<file path="src/rtl/uart_fifo_arbiter_pkg.sv">
// Shared definitions for the UART FIFO arbiter: FSM state encoding and default sizing.
package uart_fifo_arbiter_pkg;

    localparam int DEF_NUM_REQ   = 4;
    localparam int DEF_FIFO_SIZE = 4;

    typedef enum logic [1:0] {
        ST_IDLE   = 2'd0,
        ST_GRANT  = 2'd1,
        ST_XFER   = 2'd2,
        ST_FINISH = 2'd3
    } state_t;

endpackage

</file>
<file path="src/rtl/uart_fifo_arbiter_rr_pick.sv">
// Round-robin priority encoder: lowest requester at or above i_ptr wins, else wraps to lowest overall.
module rr_pick #(
    parameter int NUM_REQ = 4,
    parameter int PTR_W   = 2
) (
    input  logic [NUM_REQ-1:0] i_req,
    input  logic [PTR_W-1:0]   i_ptr,
    output logic [NUM_REQ-1:0] o_gnt,
    output logic               o_vld
);

    logic [NUM_REQ-1:0] w_masked;

    always_comb begin
        w_masked = '0;
        for (int i = 0; i < NUM_REQ; i++) begin
            w_masked[i] = i_req[i] && (i >= int'(i_ptr));
        end
        // Downward scans so the lowest set index is written last; masked hits override the wrap pick.
        o_gnt = '0;
        for (int i = NUM_REQ - 1; i >= 0; i--) begin
            if (i_req[i]) begin
                o_gnt    = '0;
                o_gnt[i] = 1'b1;
            end
        end
        for (int i = NUM_REQ - 1; i >= 0; i--) begin
            if (w_masked[i]) begin
                o_gnt    = '0;
                o_gnt[i] = 1'b1;
            end
        end
    end

    assign o_vld = |i_req;

endmodule

</file>
<file path="src/rtl/uart_fifo_arbiter.sv">
// Round-robin arbiter granting one requester at a time to a frame-based UART FIFO.
// Optional watchdog enabled by defining UART_ARB_TIMEOUT_EN.
module uart_fifo_arbiter
    import uart_fifo_arbiter_pkg::*;
#(
    parameter int NUM_REQ     = DEF_NUM_REQ,
    parameter int FIFO_SIZE   = DEF_FIFO_SIZE,
    parameter int TIMEOUT_CYC = 1000000
) (
    input  logic                           CLK,
    input  logic                           RST,
    input  logic [NUM_REQ-1:0]             REQ,
    input  logic [NUM_REQ*8*FIFO_SIZE-1:0] REQ_DATA,
    output logic [NUM_REQ-1:0]             GNT,
    output logic [NUM_REQ-1:0]             DONE,
    output logic [8*FIFO_SIZE-1:0]         RSP_DATA,
    output logic [8*FIFO_SIZE-1:0]         FIFO_DIN,
    input  logic [8*FIFO_SIZE-1:0]         FIFO_DOUT,
    input  logic                           FIFO_RDY,
    output logic                           BUSY,
    output logic                           TIMEOUT
);

    localparam int FW = 8 * FIFO_SIZE;
    localparam int PW = (NUM_REQ > 1) ? $clog2(NUM_REQ) : 1;

    state_t             r_state;
    logic [PW-1:0]      r_ptr;
    logic [PW-1:0]      r_win;
    logic [NUM_REQ-1:0] r_gnt;
    logic [NUM_REQ-1:0] r_done;
    logic [FW-1:0]      r_din;
    logic [FW-1:0]      r_rsp;

    logic [NUM_REQ-1:0] w_pick;
    logic               w_vld;
    logic [PW-1:0]      w_pick_idx;
    logic [FW-1:0]      w_slice;
    logic [PW-1:0]      w_win_next;
    logic               w_tmo;

    rr_pick #(
        .NUM_REQ (NUM_REQ),
        .PTR_W   (PW)
    ) u_rr_pick (
        .i_req (REQ),
        .i_ptr (r_ptr),
        .o_gnt (w_pick),
        .o_vld (w_vld)
    );

    always_comb begin
        w_pick_idx = '0;
        w_slice    = '0;
        for (int i = 0; i < NUM_REQ; i++) begin
            if (w_pick[i]) begin
                w_pick_idx = PW'(i);
                w_slice    = REQ_DATA[i*FW +: FW];
            end
        end
    end

    assign w_win_next = (r_win == PW'(NUM_REQ - 1)) ? '0 : r_win + 1'b1;

`ifdef UART_ARB_TIMEOUT_EN
    localparam int TW = $clog2(TIMEOUT_CYC + 1);

    logic [TW-1:0] r_tcnt;
    logic          r_timeout;

    // Counter restarts at zero on every entry to GRANT; the flag is sticky until reset.
    assign w_tmo = (r_state == ST_GRANT || r_state == ST_XFER) &&
                   (r_tcnt == TW'(TIMEOUT_CYC - 1));

    always_ff @(posedge CLK or posedge RST) begin
        if (RST) begin
            r_tcnt    <= '0;
            r_timeout <= 1'b0;
        end else begin
            if (r_state == ST_GRANT || r_state == ST_XFER) begin
                r_tcnt <= r_tcnt + 1'b1;
            end else begin
                r_tcnt <= '0;
            end
            if (w_tmo) begin
                r_timeout <= 1'b1;
            end
        end
    end

    assign TIMEOUT = r_timeout;
`else
    assign w_tmo   = 1'b0;
    assign TIMEOUT = 1'b0;
`endif

    always_ff @(posedge CLK or posedge RST) begin
        if (RST) begin
            r_state <= ST_IDLE;
            r_ptr   <= '0;
            r_win   <= '0;
            r_gnt   <= '0;
            r_done  <= '0;
            r_din   <= '0;
            r_rsp   <= '0;
        end else begin
            r_done <= '0;
            case (r_state)
                ST_IDLE: begin
                    if (w_vld && FIFO_RDY) begin
                        r_gnt   <= w_pick;
                        r_win   <= w_pick_idx;
                        r_din   <= w_slice;
                        r_state <= ST_GRANT;
                    end
                end
                ST_GRANT: begin
                    // A withdrawn request abandons the grant without touching the pointer.
                    if ((REQ & r_gnt) == '0) begin
                        r_gnt   <= '0;
                        r_state <= ST_IDLE;
                    end else if (w_tmo) begin
                        r_gnt   <= '0;
                        r_ptr   <= w_win_next;
                        r_state <= ST_IDLE;
                    end else if (!FIFO_RDY) begin
                        r_state <= ST_XFER;
                    end
                end
                ST_XFER: begin
                    if (FIFO_RDY) begin
                        r_rsp   <= FIFO_DOUT;
                        r_done  <= r_gnt;
                        r_gnt   <= '0;
                        r_ptr   <= w_win_next;
                        r_state <= ST_FINISH;
                    end else if (w_tmo) begin
                        r_gnt   <= '0;
                        r_ptr   <= w_win_next;
                        r_state <= ST_IDLE;
                    end
                end
                ST_FINISH: begin
                    r_state <= ST_IDLE;
                end
                default: begin
                    r_state <= ST_IDLE;
                end
            endcase
        end
    end

    assign GNT      = r_gnt;
    assign DONE     = r_done;
    assign FIFO_DIN = r_din;
    assign RSP_DATA = r_rsp;
    assign BUSY     = (r_state != ST_IDLE);

endmodule

</file>
<file path="config.mk">
export PLATFORM = sky130hd
export DESIGN_NAME = uart_fifo_arbiter
export DESIGN_NICKNAME = d
export VERILOG_FILES = /design/src/rtl/uart_fifo_arbiter_pkg.sv /design/src/rtl/uart_fifo_arbiter_rr_pick.sv /design/src/rtl/uart_fifo_arbiter.sv
export SDC_FILE = /design/constraint.sdc
export NUM_CORES = 1
export LEC_CHECK = 0
export BUFFER_PORTS_ARGS = -buffer_cell sky130_fd_sc_hd__buf_2
export CAP_MARGIN = 15
export CORE_MARGIN = 3
export CORE_UTILIZATION = 44
export CTS_CLUSTER_SIZE = 24
export DETAILED_ROUTE_END_ITERATION = 8
export PLACE_DENSITY = 0.9
export SLEW_MARGIN = 15
export SYNTH_ARGS = -nofsm -noshare
export SYNTH_HDL_FRONTEND = slang
export SYNTH_HIERARCHICAL = 1
export SYNTH_SLANG_ARGS = --single-unit
</file>
<file path="constraint.sdc">
create_clock -name CLK -period 3.27 [get_ports CLK]
set_input_delay 0.654 -clock CLK [delete_from_list [all_inputs] [get_ports CLK]]
set_output_delay 0.654 -clock CLK [all_outputs]
set_load 0.02 [all_outputs]
</file>
After elaboration in Yosys (flattened, before gate mapping)

Cells that the tools add are included.

Register bits after elaboration: 78
Input bits: 167
Output and inout bits: 74
Logic and storage cells: 59

$add $sub $neg: 1
Magnitude comparators: 3
Equality and inequality tests: 8
Muxes and demuxes: 26
Bitwise operators: 1
Reductions and logical operators: 13

Operators with widths:

| cell                                                                 | count |
|---|---|
| 32-bit two-way mux                                                   | 4 |
| 4-bit two-way mux                                                    | 9 |
| 2-bit two-way mux                                                    | 7 |
| 4-bit one-hot mux with 3 select lines                                | 1 |
| 3-bit two-way mux                                                    | 3 |
| 2-bit one-hot mux with 4 select lines                                | 1 |
| 2-bit == test, second input constant                                 | 3 |
| 2-bit != test, second input constant                                 | 3 |
| 4-bit bitwise AND                                                    | 1 |
| 1-bit by 2-bit >= comparator with 1-bit output, first input constant | 2 |
| 1-bit logical AND                                                    | 4 |
| 4-bit zero test                                                      | 1 |
| 2-bit AND reduction                                                  | 2 |
| 4-bit AND reduction                                                  | 1 |
| 4-bit OR reduction                                                   | 1 |
| 3-bit != test, second input constant                                 | 1 |
| 3-bit AND reduction                                                  | 1 |
| 3-bit nonzero test                                                   | 1 |
| 2-bit by 1-bit adder with 2-bit output, second input constant        | 1 |
| 2-bit by 1-bit == test with 1-bit output, second input constant      | 1 |
| 2-bit >= comparator, first input constant                            | 1 |
| 2-bit zero test                                                      | 1 |
| 2-bit nonzero test                                                   | 1 |
| 1-bit two-way mux                                                    | 1 |

Longest topological paths before layout

Gate-level depths: netlist of the first run.

Depth in word-level cells: 11
Depth in mapped cells: 9
Gate-level depth less buffers: 7

Modules after synthesis

The synthesis of the first run kept the hierarchy.

By module, submodules not included:

| module            | instances | cells an instance | area an instance (µm²) | seq. area each (µm²) |
|---|---|---|---|---|
| uart_fifo_arbiter | 1         | 383               | 3916.3                 | 1951.9 |
| rr_pick           | 1         | 19                | 117.6                  | 0.0 |

Worst setup path after synthesis of the first run

No wires, ideal clock.

Path kind: input to register
Start: input port REQ[3]
End: register r_din[20], in the netlist FIFO_DIN[20]
Library setup time: 0.121 ns
Arrival: 1.978 ns
Data required time: 3.149 ns
Slack: 1.171 ns
Stages: 9
Buffers on the path: 2
Path through: nor2_1 > a21oi_1 > o21ai_0 > buf_2 > nor2b_2 > buf_2 > a22oi_1 > o21ai_0 > o22a_1

Elaborated cells between the ends (all ways): 11
Those cells by class: 8 x mux; 3 x reduce/logical

RTL lines:

| what                             | RTL line                        | text |
|---|---|---|
| start: declaration               | uart_fifo_arbiter.sv:12         | `input logic [NUM_REQ-1:0] REQ,` |
| 4-bit two-way mux (4 in series)  | uart_fifo_arbiter_rr_pick.sv:28 | `if (w_masked[i]) begin` |
| via w_pick[2]                    | uart_fifo_arbiter.sv:35         | `logic [NUM_REQ-1:0] w_pick;` |
| 32-bit two-way mux (2 in series) | uart_fifo_arbiter.sv:56         | `if (w_pick[i]) begin` |
| end signal: assignment           | uart_fifo_arbiter.sv:113        | `r_din <= w_slice;` |
| end: declaration                 | uart_fifo_arbiter.sv:32         | `logic [FW-1:0] r_din;` |

The timed path passes the listed nets, and every way through them passes these cells.
A chain may end at the register's enable or synchronous reset.

Worst setup path after layout of the first run

Start: register r_ptr[1]
End: register r_din[2], in the netlist FIFO_DIN[2]

Elaborated cells between the ends (all ways): 13
Those cells by class: 3 x order compare; 7 x mux; 3 x reduce/logical

RTL lines:

| what                                 | RTL line                        | text |
|---|---|---|
| start: declaration                   | uart_fifo_arbiter.sv:28         | `logic [PW-1:0] r_ptr;` |
| start signal: assignment             | uart_fifo_arbiter.sv:124        | `r_ptr <= w_win_next;` |
| start signal: assignment             | uart_fifo_arbiter.sv:135        | `r_ptr <= w_win_next;` |
| start signal: assignment             | uart_fifo_arbiter.sv:139        | `r_ptr <= w_win_next;` |
| 2-bit >= comparator                  | uart_fifo_arbiter_rr_pick.sv:17 | `w_masked[i] = i_req[i] && (i >= int'(i_ptr));` |
| 1-bit logical AND                    | uart_fifo_arbiter_rr_pick.sv:17 |  |
| 4-bit two-way mux (2 in series)      | uart_fifo_arbiter_rr_pick.sv:28 |  |
| 4-bit two-way mux (*)                | uart_fifo_arbiter_rr_pick.sv:28 |  |
| via w_pick[2]                        | uart_fifo_arbiter.sv:35         |  |
| 32-bit two-way mux (*) (2 in series) | uart_fifo_arbiter.sv:56         |  |

The timed path passes the listed nets; every way through them passes the cells marked *.

==> summary.txt, run 1 <==
Min path
  – Min-Delay Path Class: in2async

Pwr
  – Total power: roughly 4.9 mW
  – Pleak: 2.781 nW
  – Peak supply drop: ~0.00038 V
  – PD cells: 888.6 nW/um2

Global route
  – Vias in the first global route: 4017
  – Largest net degree at the start of global routing: 51
  – Gr ovfl total: 0
  – First-pass GRT wire length: 18660 um
  – Initial antenna violation count: 0
  – GRT Overall Usage: 22.99%

Die
  – Die Ht: roughly 100 um
  – Die X: 101.8 um
  – Num ports: 241
  – Initial Util: 45.81%
  – DIE AREA: about 10000 um2
  – # rows: 34
  – Core area: 8806 um2

Place
  – Area of placed instances: 5304 um2
  – Post-DP HPWL: 9394 um
  – Number of port buffers: approximately 240
  – Routability cong.: 0.8796
  – Post-Place Cells: 729

Final layout
  – # nets final: 804
  – Fill cells: 729
  – Final cell count without fillers: 745
  – # diodes: 0
  – Layout Utilization: 62.46%
  – Design Area, Final: 5500 um2
  – P&R area growth vs syn: 36.35%
  – Share of cells above drive strength 1: 49.45%

Clock tree
  – CTS tree: built
  – Clock Sinks: between 70 and 80
  – Hold-fix buffers, CTS: 0
  – Total CTS buffers: 9
  – H-tree levels: 3
  – CTS Root Cell: clkbuf_8
  – Clock transition at path regs: 0.09 ns
  – Post-CTS Resized: 0
  – Post CTS Setup Buffer Count: 0
  – Clk_lat worst skew: 0.35 ns
  – Maximum clock path buffer count: 2

Critical path
  – Setup crit start: r_ptr[1]
  – Crit end category: flop
  – Worst reg2reg endpoint: FIFO_DIN[2]
  – Setup crit end: FIFO_DIN[2]
  – Worst Path Arrival: 2.61 ns
  – RR Startpoint: r_ptr[1]
  – Worst Path Max Fanout: 29
  – Crit Path Class: reg2reg
  – Startpoint types: flop
  – Worst Path Required: 3.56 ns
  – Reg-to-reg slack, setup: approximately 0.94 ns
  – Reg2reg path depth: 8

Synth
  – Post-synth EDFFs: 0
  – Yosys warnings: 6
  – Sequential share of the synthesized area: 48.39%
  – Synthesized cell area: 4034 um2
  – Mapped Avg Cell Area: 10.03 um2
  – Fraction of registers with async set or reset after synthesis: 100.0%
  – Cells after synthesis: ~400
  – Register bit total from synthesis: 78
  – Most instantiated cells after synthesis: nand2_1, dfrtp_1, mux2_2, a22oi_1, o22a_1
  – Synth area leaders: dfrtp_1, mux2_2, nand2_1, o22a_1, a22oi_1
  – Post-synth top area cell: dfrtp_1
  – Dominant synthesized flop cell: dfrtp_1
  – Syn nets: approximately 570
  – Most frequent cell after synthesis: nand2_1
  – Netlist cell types: 38
  – Post-synth top area share: approximately 48%

STA
  – Measured slew at the worst slew-check pin: between 0.7 and 0.8 ns
  – Period minus WS final: 2.327 ns
  – Final Cycle Share: 71.15%
  – Unrepaired setup endpoints after global routing: false
  – Count of final setup violators: 0
  – Slew Viols, Final: 0
  – F_max: 429.8 MHz
  – Slew HR: 48.68%
  – Setup TNS: 0 ns
  – Clock skew: just under 0.009 ns
  – Hold Fails Final Rpt: 0

Detailed routing
  – DR iter-0 viols: 169
  – Met2 Routed Length: ~6300 um
  – Mean routed wirelength per cell: 16.42 um
  – Final WL: 12240 um
  – Top sig layer: met4
  – Metal-1 WL: 4762 um
  – DR pass1 iterations: 4
  – Post-DRT Antenna Nets: 0
  – Via density: 5.281
  – Via Count: between 3k and 4k
  – DRC Markers: 0
  – WL met3: 967 um

Run
  – Max cap viols: 0

Status
  – Run status: complete, no violations
==> layer usage <==
metal,vias to the layer above,track usage [%]
li1,1890,-
met1,1820,28.00
met2,206,39.94
met3,18,6.198
met4,0,6.646
met5,-,0
==> power by group <==
group / internal, mW / total (mW) / switching, mW
logic: 1.04 / 2.50 / 1.45
clock network: 0.291 / 0.685 / 0.394
registers: 1.43 / 1.70 / 0.280
==> kinds of logic after synthesis <==
group	count (synthesis)	share of synthesized area (%)
AND/OR/NAND/NOR	129	13.86
AO/OA/AOI/OAI	116	21.12
flip-flops	78	48.39
multiplexers	37	10.70
buffers and inverters	36	4.280
adder cells (fa/ha/maj)	5	1.551
other	1	0.09296
==> metrics by stage <==
step	setup WS (ns)	hold WS (ns)
floorplan	0.6210	0.4617
global placement	0.3553	0.4760
detailed placement	0.2355	0.4871
CTS	0.5283	0.3092
global route	0.7586	0.3270
finish	0.9435	0.3040
==> cell usage in the layout, fill, tap and decap left out, types with 2 or more instances in the layout <==
| cell type | netlist | layout |
|---|---|---|
| o21ai_1 | 8 | 8 |
| nor2b_1 | 5 | 5 |
| buf_4 | 3 | 10 |
| clkinv_4 | 0 | 3 |
| mux2_2 | 33 | 33 |
| and3_1 | 4 | 3 |
| a22o_1 | 2 | 2 |
| clkbuf_8 | 0 | 9 |
| dfrtp_1 | 78 | 78 |
| o221a_2 | 1 | 2 |
| nand2b_1 | 2 | 2 |
| o22ai_1 | 2 | 2 |
| o21ai_0 | 24 | 23 |
| o22a_1 | 30 | 30 |
| and3_2 | 2 | 3 |
| o21ai_4 | 1 | 2 |
| nor2_1 | 11 | 11 |
| inv_6 | 0 | 2 |
| a21oi_1 | 9 | 9 |
| inv_1 | 6 | 5 |
| nand2_1 | 98 | 98 |
| ha_1 | 5 | 5 |
| buf_2 | 21 | 239 |
| a221oi_1 | 2 | 2 |
| mux2_4 | 4 | 4 |
| a22oi_1 | 30 | 30 |
| nand3b_1 | 2 | 2 |
==> state kept, by name, indices dropped and copies added, names as in the netlist, named ones only <==
signal	flops
DONE	4
FIFO_DIN	32
GNT	4
RSP_DATA	32
r_ptr	2
r_state	1
r_win	2
==> worst max-delay path, cell delays in order (launching register included) <==
cell	delay (ns)
dfrtp_1	0.50
inv_1	0.12
a21oi_1	0.26
o21ai_4	0.10
nor2b_4	0.63
buf_4	0.24
a22oi_1	0.06
o21ai_0	0.18
o22a_1	0.16
==> worst min path at each step <==
stage | cells past startpoint | from | to | slack [ns]
after detailed placement | 1 | RSP_DATA[8] | RSP_DATA[8] | 0.49
after CTS | 2 | RST | RSP_DATA[11] | 0.31
after global placement | 1 | r_win[0] | r_ptr[0] | 0.48
final | 2 | RST | RSP_DATA[11] | 0.30
after global routing | 2 | RST | RSP_DATA[11] | 0.33
after floorplan | 1 | r_win[0] | r_ptr[0] | 0.46
==> layout make-up <==
cell class              instances  area [um2]  share of cell area [%]
clock inverters                 7       67.56                   1.228
clock buffers                   9       123.9                   2.252
well taps                     108       135.1                   2.457
multi-input cells             288        1927                   35.03
repair buffers                249        1271                   23.11
flip-flops and latches         78        1952                   35.49
inverters                       6       23.77                  0.4322
(Power assumes the default switching activity.)
==> inputs of run 2 (changes only) <==
--- a/config.mk
+++ b/config.mk
@@ -8,10 +8,10 @@
 export BUFFER_PORTS_ARGS = -buffer_cell sky130_fd_sc_hd__buf_2
 export CAP_MARGIN = 15
 export CORE_MARGIN = 3
-export CORE_UTILIZATION = 44
+export CORE_UTILIZATION = 40
 export CTS_CLUSTER_SIZE = 24
 export DETAILED_ROUTE_END_ITERATION = 8
-export PLACE_DENSITY = 0.9
+export PLACE_DENSITY = 0.87
 export SLEW_MARGIN = 15
 export SYNTH_ARGS = -nofsm -noshare
 export SYNTH_HDL_FRONTEND = slang
==> constraint.sdc (replaced) <==
create_clock -name CLK -period 1.97 [get_ports CLK]
set_input_delay 0.394 -clock CLK [delete_from_list [all_inputs] [get_ports CLK]]
set_output_delay 0.394 -clock CLK [all_outputs]
set_load 0.02 [all_outputs]
==> summary.txt, run 2 (synthesis results as in run 1) <==
Status
  – Run status: complete, no violations

Clock tree
  – Clk_lat worst skew: 0.35 ns
  – CTS Root Cell: clkbuf_8
  – CTS tree: built
  – Clock transition at path regs: 0.09 ns
  – Clock Sinks: 78
  – Maximum clock path buffer count: 2
  – Hold-fix buffers, CTS: 0
  – Total CTS buffers: 9
  – H-tree levels: 3

STA
  – F_max: between 500 and 600 MHz
  – Clock skew: 0.008064 ns
  – Count of final setup violators: 0
  – Slew Viols, Final: 0
  – Final Cycle Share: 97.21%
  – Unrepaired setup endpoints after global routing: true
  – Hold Fails Final Rpt: 0
  – Period minus WS final: 1.915 ns

Final layout
  – Fill cells: 880
  – Footprint of the multi-input gates: 1922 um2
  – Most common cell after layout, fill and taps aside: buf_2
  – Share of cells above drive strength 1: 50.08%
  – Register Area: 1954 um2
  – # nets final: 808
  – Most frequent cells in the layout: buf_2, nand2_1, dfrtp_1
  – # diodes: 0
  – Layout Utilization: 58.27%
  – P&R area growth vs syn: 41.19%

Detailed routing
  – Via Count: approximately 3.9k
  – Mean routed wirelength per cell: 15.79 um
  – DR pass1 iterations: 5
  – DRC Markers: 0
  – Via density: 5.094
  – Post-DRT Antenna Nets: 0
  – Final WL: between 10000 and 15000 um
  – DR iter-0 viols: about 170

Critical path
  – RR Startpoint: r_ptr[1]
  – Critical path depth: 8
  – CP peak stage delay: 0.46 ns
  – CP Cell Sequence: inv_1 > a21oi_1 > o221a_2 > nor4b_4 > buf_4 > nand2_1 > nand2_1 > o22a_1
  – Setup crit start: r_ptr[1]
  – CP dominant cell by count: nand2_1
  – Reg2reg path depth: 8
  – Crit end category: flop
  – Reg-to-reg slack, setup: between 0.05 and 0.06 ns
  – Startpoint types: flop
  – Worst Path Required: ~2.3 ns
  – Worst Path Max Fanout: 20
  – Max stage delay cell, worst path: dfrtp_2
  – Worst reg2reg endpoint: FIFO_DIN[22]
  – Setup crit end: FIFO_DIN[22]
  – Worst Path Arrival: 2.20 ns
  – Crit Path Class: reg2reg
  – Delay-heaviest family, CP: compound AO/OA/AOI/OAI gates
  – Buffer and inverter count on the worst path: 2

Global route
  – First-pass GRT wire length: 18790 um
  – Gr ovfl total: 0
  – Vias in the first global route: 3951
  – GRT Overall Usage: between 20% and 30%
  – Largest net degree at the start of global routing: 79
  – Initial antenna violation count: 0

Die
  – Core area: roughly 9800 um2
  – Num ports: 241
  – # rows: 36
  – Die Ht: between 100 and 150 um
  – Initial Util: 41.27%
  – Die X: 106.4 um
  – DIE AREA: approximately 11000 um2

Place
  – Post-DP HPWL: ~9400 um
  – Number of port buffers: about 240
  – Routability cong.: 0.8685

Pwr
  – Pleak: 2.851 nW
  – Total power: 8.579 mW
  – Peak supply drop: 0.0005890 V
  – PD cells: 1506 nW/um2

Run
  – Max cap viols: 0

Min path
  – Min-Delay Path Class: in2async
## run 2: cell count changes in the layout (fill, tap and decap cells not counted), moves of 2 or more
| cell | delta |
|---|---|
| buf_12 | +5 |
| buf_4 | -3 |
| bufinv_16 | +3 |
| clkinv_4 | -2 |
| dfrtp_1 | -2 |
| dfrtp_2 | +2 |
## run 2: report_power, final
part	total (mW)	internal (mW)	switching, mW
Combinational	4.25	1.82	2.43
Clock	1.50	0.862	0.639
Sequential	2.82	2.37	0.454
## run 2: tightest hold or removal path: cells and delay by family
kind | cells | cell delay (ns)
buffers and inverters | 3 | 0.52
## run 2: how the worst min path moves through the flow
stage | depth (start not counted) | slack (ns) | end
2_1_floorplan | 1 | 0.46 | r_ptr[0]
3_3_place_gp | 1 | 0.47 | r_ptr[0]
3_5_place_dp | 1 | 0.49 | RSP_DATA[0]
4_1_cts | 3 | 0.16 | FIFO_DIN[1]
5_1_grt | 3 | 0.17 | FIFO_DIN[1]
6_report | 3 | 0.15 | FIFO_DIN[1]
## run 2: metal layers
metal,GRT usage [%],up-vias,part of all wire [%]
met5,0,-,0
met4,6.758,0,1.9
met3,4.189,21,6.5
met2,38.46,186,53
met1,24.29,1837,38
li1,-,1899,-
## run 2: layout make-up
cell class | count | area share [%]
repair buffers | 253 | 24.14
multi-input cells | 288 | 33.74
well taps | 133 | 2.922
clock buffers | 9 | 2.175
clock inverters | 7 | 2.241
inverters | 6 | 0.4613
flip-flops and latches | 78 | 34.31
## run 2: stage by stage
| step | std cells | setup WS, ns | hold slack (ns) | setup TNS [ns] | cell area (um2) |
|---|---|---|---|---|---|
| after floorplan | 402 | 0.1168 | 0.4617 | 0 | 4038 |
| after global placement | 757 | -0.01733 | 0.4739 | -0.01733 | 5423 |
| after detailed placement | 757 | -0.09062 | 0.4873 | -1.021 | 5423 |
| after CTS | 773 | 0.05494 | 0.1561 | 0 | 5675 |
| after global routing | 774 | -0.01121 | 0.1741 | -0.03289 | 5695 |
| final | 774 | 0.05499 | 0.1489 | 0 | 5695 |
## run 2: repair_timing
item                       in CTS  in global routing
setup buffers                   0                  1
gates resized for setup         1                  4
hold endpoints to repair        0                  0
setup endpoints to repair       1                 13
pin swaps                       0                  1
==> inputs of run 3 (changes only) <==
--- a/config.mk
+++ b/config.mk
@@ -7,11 +7,11 @@
 export LEC_CHECK = 0
 export BUFFER_PORTS_ARGS = -buffer_cell sky130_fd_sc_hd__buf_2
 export CAP_MARGIN = 15
-export CORE_MARGIN = 3
-export CORE_UTILIZATION = 40
+export CORE_MARGIN = 4
+export CORE_UTILIZATION = 44
 export CTS_CLUSTER_SIZE = 24
 export DETAILED_ROUTE_END_ITERATION = 8
-export PLACE_DENSITY = 0.87
+export PLACE_DENSITY = 0.9
 export SLEW_MARGIN = 15
 export SYNTH_ARGS = -nofsm -noshare
 export SYNTH_HDL_FRONTEND = slang
==> constraint.sdc (replaced) <==
create_clock -name CLK -period 2.1 [get_ports CLK]
set_input_delay 0.42 -clock CLK [delete_from_list [all_inputs] [get_ports CLK]]
set_output_delay 0.42 -clock CLK [all_outputs]
set_load 0.02 [all_outputs]
==> summary.txt, run 3 (synthesis results as in run 1) <==
Place
  – Routability cong.: around 0.87
  – Post-DP HPWL: 9671 um
  – Number of port buffers: 239
  – Post-Place Cells: about 730
  – Setup WS pre-CTS: -0.01110 ns

STA
  – Count of final setup violators: 0
  – Slew HR: 60.22%
  – Setup WS post-layout: about 0.12 ns
  – Slew Viols, Final: 0
  – Period minus WS final: 1.978 ns
  – Unrepaired setup endpoints after global routing: false
  – Final Cycle Share: 94.20%
  – Hold Fails Final Rpt: 0
  – Measured slew at the worst slew-check pin: 0.5955 ns
  – Clock skew: 0.01056 ns
  – F_max: 505.5 MHz

Die
  – # rows: 34
  – Num ports: around 240
  – Core area: 8806 um2
  – Die X: 103.8 um
  – Die Ht: between 100 and 150 um
  – Initial Util: 45.81%
  – DIE AREA: 10760 um2

Pwr
  – Pleak: 2.807 nW
  – PD cells: 1383 nW/um2
  – Peak supply drop: 0.0005528 V

Detailed routing
  – Met2 Routed Length: 6541 um
  – Metal-1 WL: 4645 um
  – DR pass1 iterations: 5
  – Top sig layer: met4
  – Via Count: 4046
  – DRC Markers: 0
  – Final WL: 12360 um
  – Via density: about 5.4
  – WL met3: 1072 um
  – Post-DRT Antenna Nets: 0
  – DR iter-0 viols: 167
  – Mean routed wirelength per cell: between 15 and 20 um

Final layout
  – Final cell count without fillers: between 700 and 800
  – Share of cells above drive strength 1: 49.77%
  – Layout Utilization: 63.43%
  – # nets final: 806
  – P&R area growth vs syn: 38.46%
  – # diodes: 0
  – Most frequent cells in the layout: buf_2, nand2_1, dfrtp_1
  – Most common cell after layout, fill and taps aside: buf_2

Critical path
  – Setup crit start: r_ptr[1]
  – CP Cell Sequence: o21ai_0 > o21ai_4 > nor2b_2 > buf_12 > a22oi_1 > o21ai_0 > o22a_1
  – Worst Path Arrival: about 2.3 ns
  – Buffer and inverter count on the worst path: 1
  – Crit Path Class: reg2reg
  – Worst Path Max Fanout: 31
  – RR Startpoint: r_ptr[1]
  – Crit end category: flop
  – CP dominant cell by count: o21ai_0
  – CP peak stage delay: 0.47 ns
  – Worst Path Required: 2.39 ns
  – Max stage delay cell, worst path: dfrtp_2
  – Startpoint types: flop
  – Delay-heaviest family, CP: compound AO/OA/AOI/OAI gates

Global route
  – Gr ovfl total: 0
  – First-pass GRT wire length: 19630 um
  – GRT Overall Usage: 22.24%
  – Initial antenna violation count: 0
  – Largest net degree at the start of global routing: 51
  – Vias in the first global route: 4131

Clock tree
  – Post CTS Setup Buffer Count: 0
  – CTS tree: built
  – H-tree levels: 3
  – Total CTS buffers: 9
  – Maximum clock path buffer count: 2
  – CTS Root Cell: clkbuf_8
  – Clock transition at path regs: 0.09 ns
  – Clk_lat worst skew: ~0.35 ns
  – Clock Sinks: 78

Min path
  – Min-Delay Path Class: in2async

Status
  – Run status: complete, no violations

Run
  – Max cap viols: 0
-- run 3: metal layers --
| layer | vias to the layer above | track usage [%] |
|---|---|---|
| met5 | - | 0 |
| met4 | 0 | 5.033 |
| met3 | 10 | 6.468 |
| met2 | 217 | 41.03 |
| met1 | 1923 | 25.43 |
| li1 | 1896 | - |
-- run 3: final cells by class --
type,count,area [um2]
Clock buffer,9,123.9
Inverter,6,26.28
Multi-Input combinational cell,288,1922
Tap cell,108,135.1
Fill cell,722,3221
Timing Repair Buffer,251,1361
Sequential cell,78,1953
Clock inverter,7,63.81
-- run 3: power by group --
group,internal (mW),leakage [nW],total [mW],switching (mW)
registers,2.22,0.956,2.67,0.451
logic,1.69,1.76,3.98,2.29
clock network,0.456,0.0903,1.07,0.612
-- run 3: final timing paths --
path	endpoint	slack [ns]	cells after the start
max	FIFO_DIN[8]	0.12	7
min	RSP_DATA[9]	0.13	2
max reg2reg	FIFO_DIN[8]	0.12	7
min reg2reg	r_ptr[0]	0.49	1
max in group asynchronous	RSP_DATA[5]	1.30	3
min in group CLK	RSP_DATA[7]	0.30	2
-- run 3: timing repair --
item | 4_1_cts | 5_1_grt
resized for setup | 0 | 1
endpoints found under the setup margin | 0 | 3
hold buffers | 0 | 0
-- run 3: metrics by stage --
| step | power, mW | hold slack [ns] | setup TNS (ns) | area (um2) |
|---|---|---|---|---|
| floorplan | 5.262 | 0.4617 | 0 | 4038 |
| global placement | 6.502 | 0.4727 | 0 | 5396 |
| detailed placement | 6.700 | 0.4903 | -0.01110 | 5396 |
| CTS | 7.791 | 0.1362 | 0 | 5584 |
| global route | 8.208 | 0.1498 | 0 | 5585 |
| finish | 7.726 | 0.1289 | 0 | 5585 |
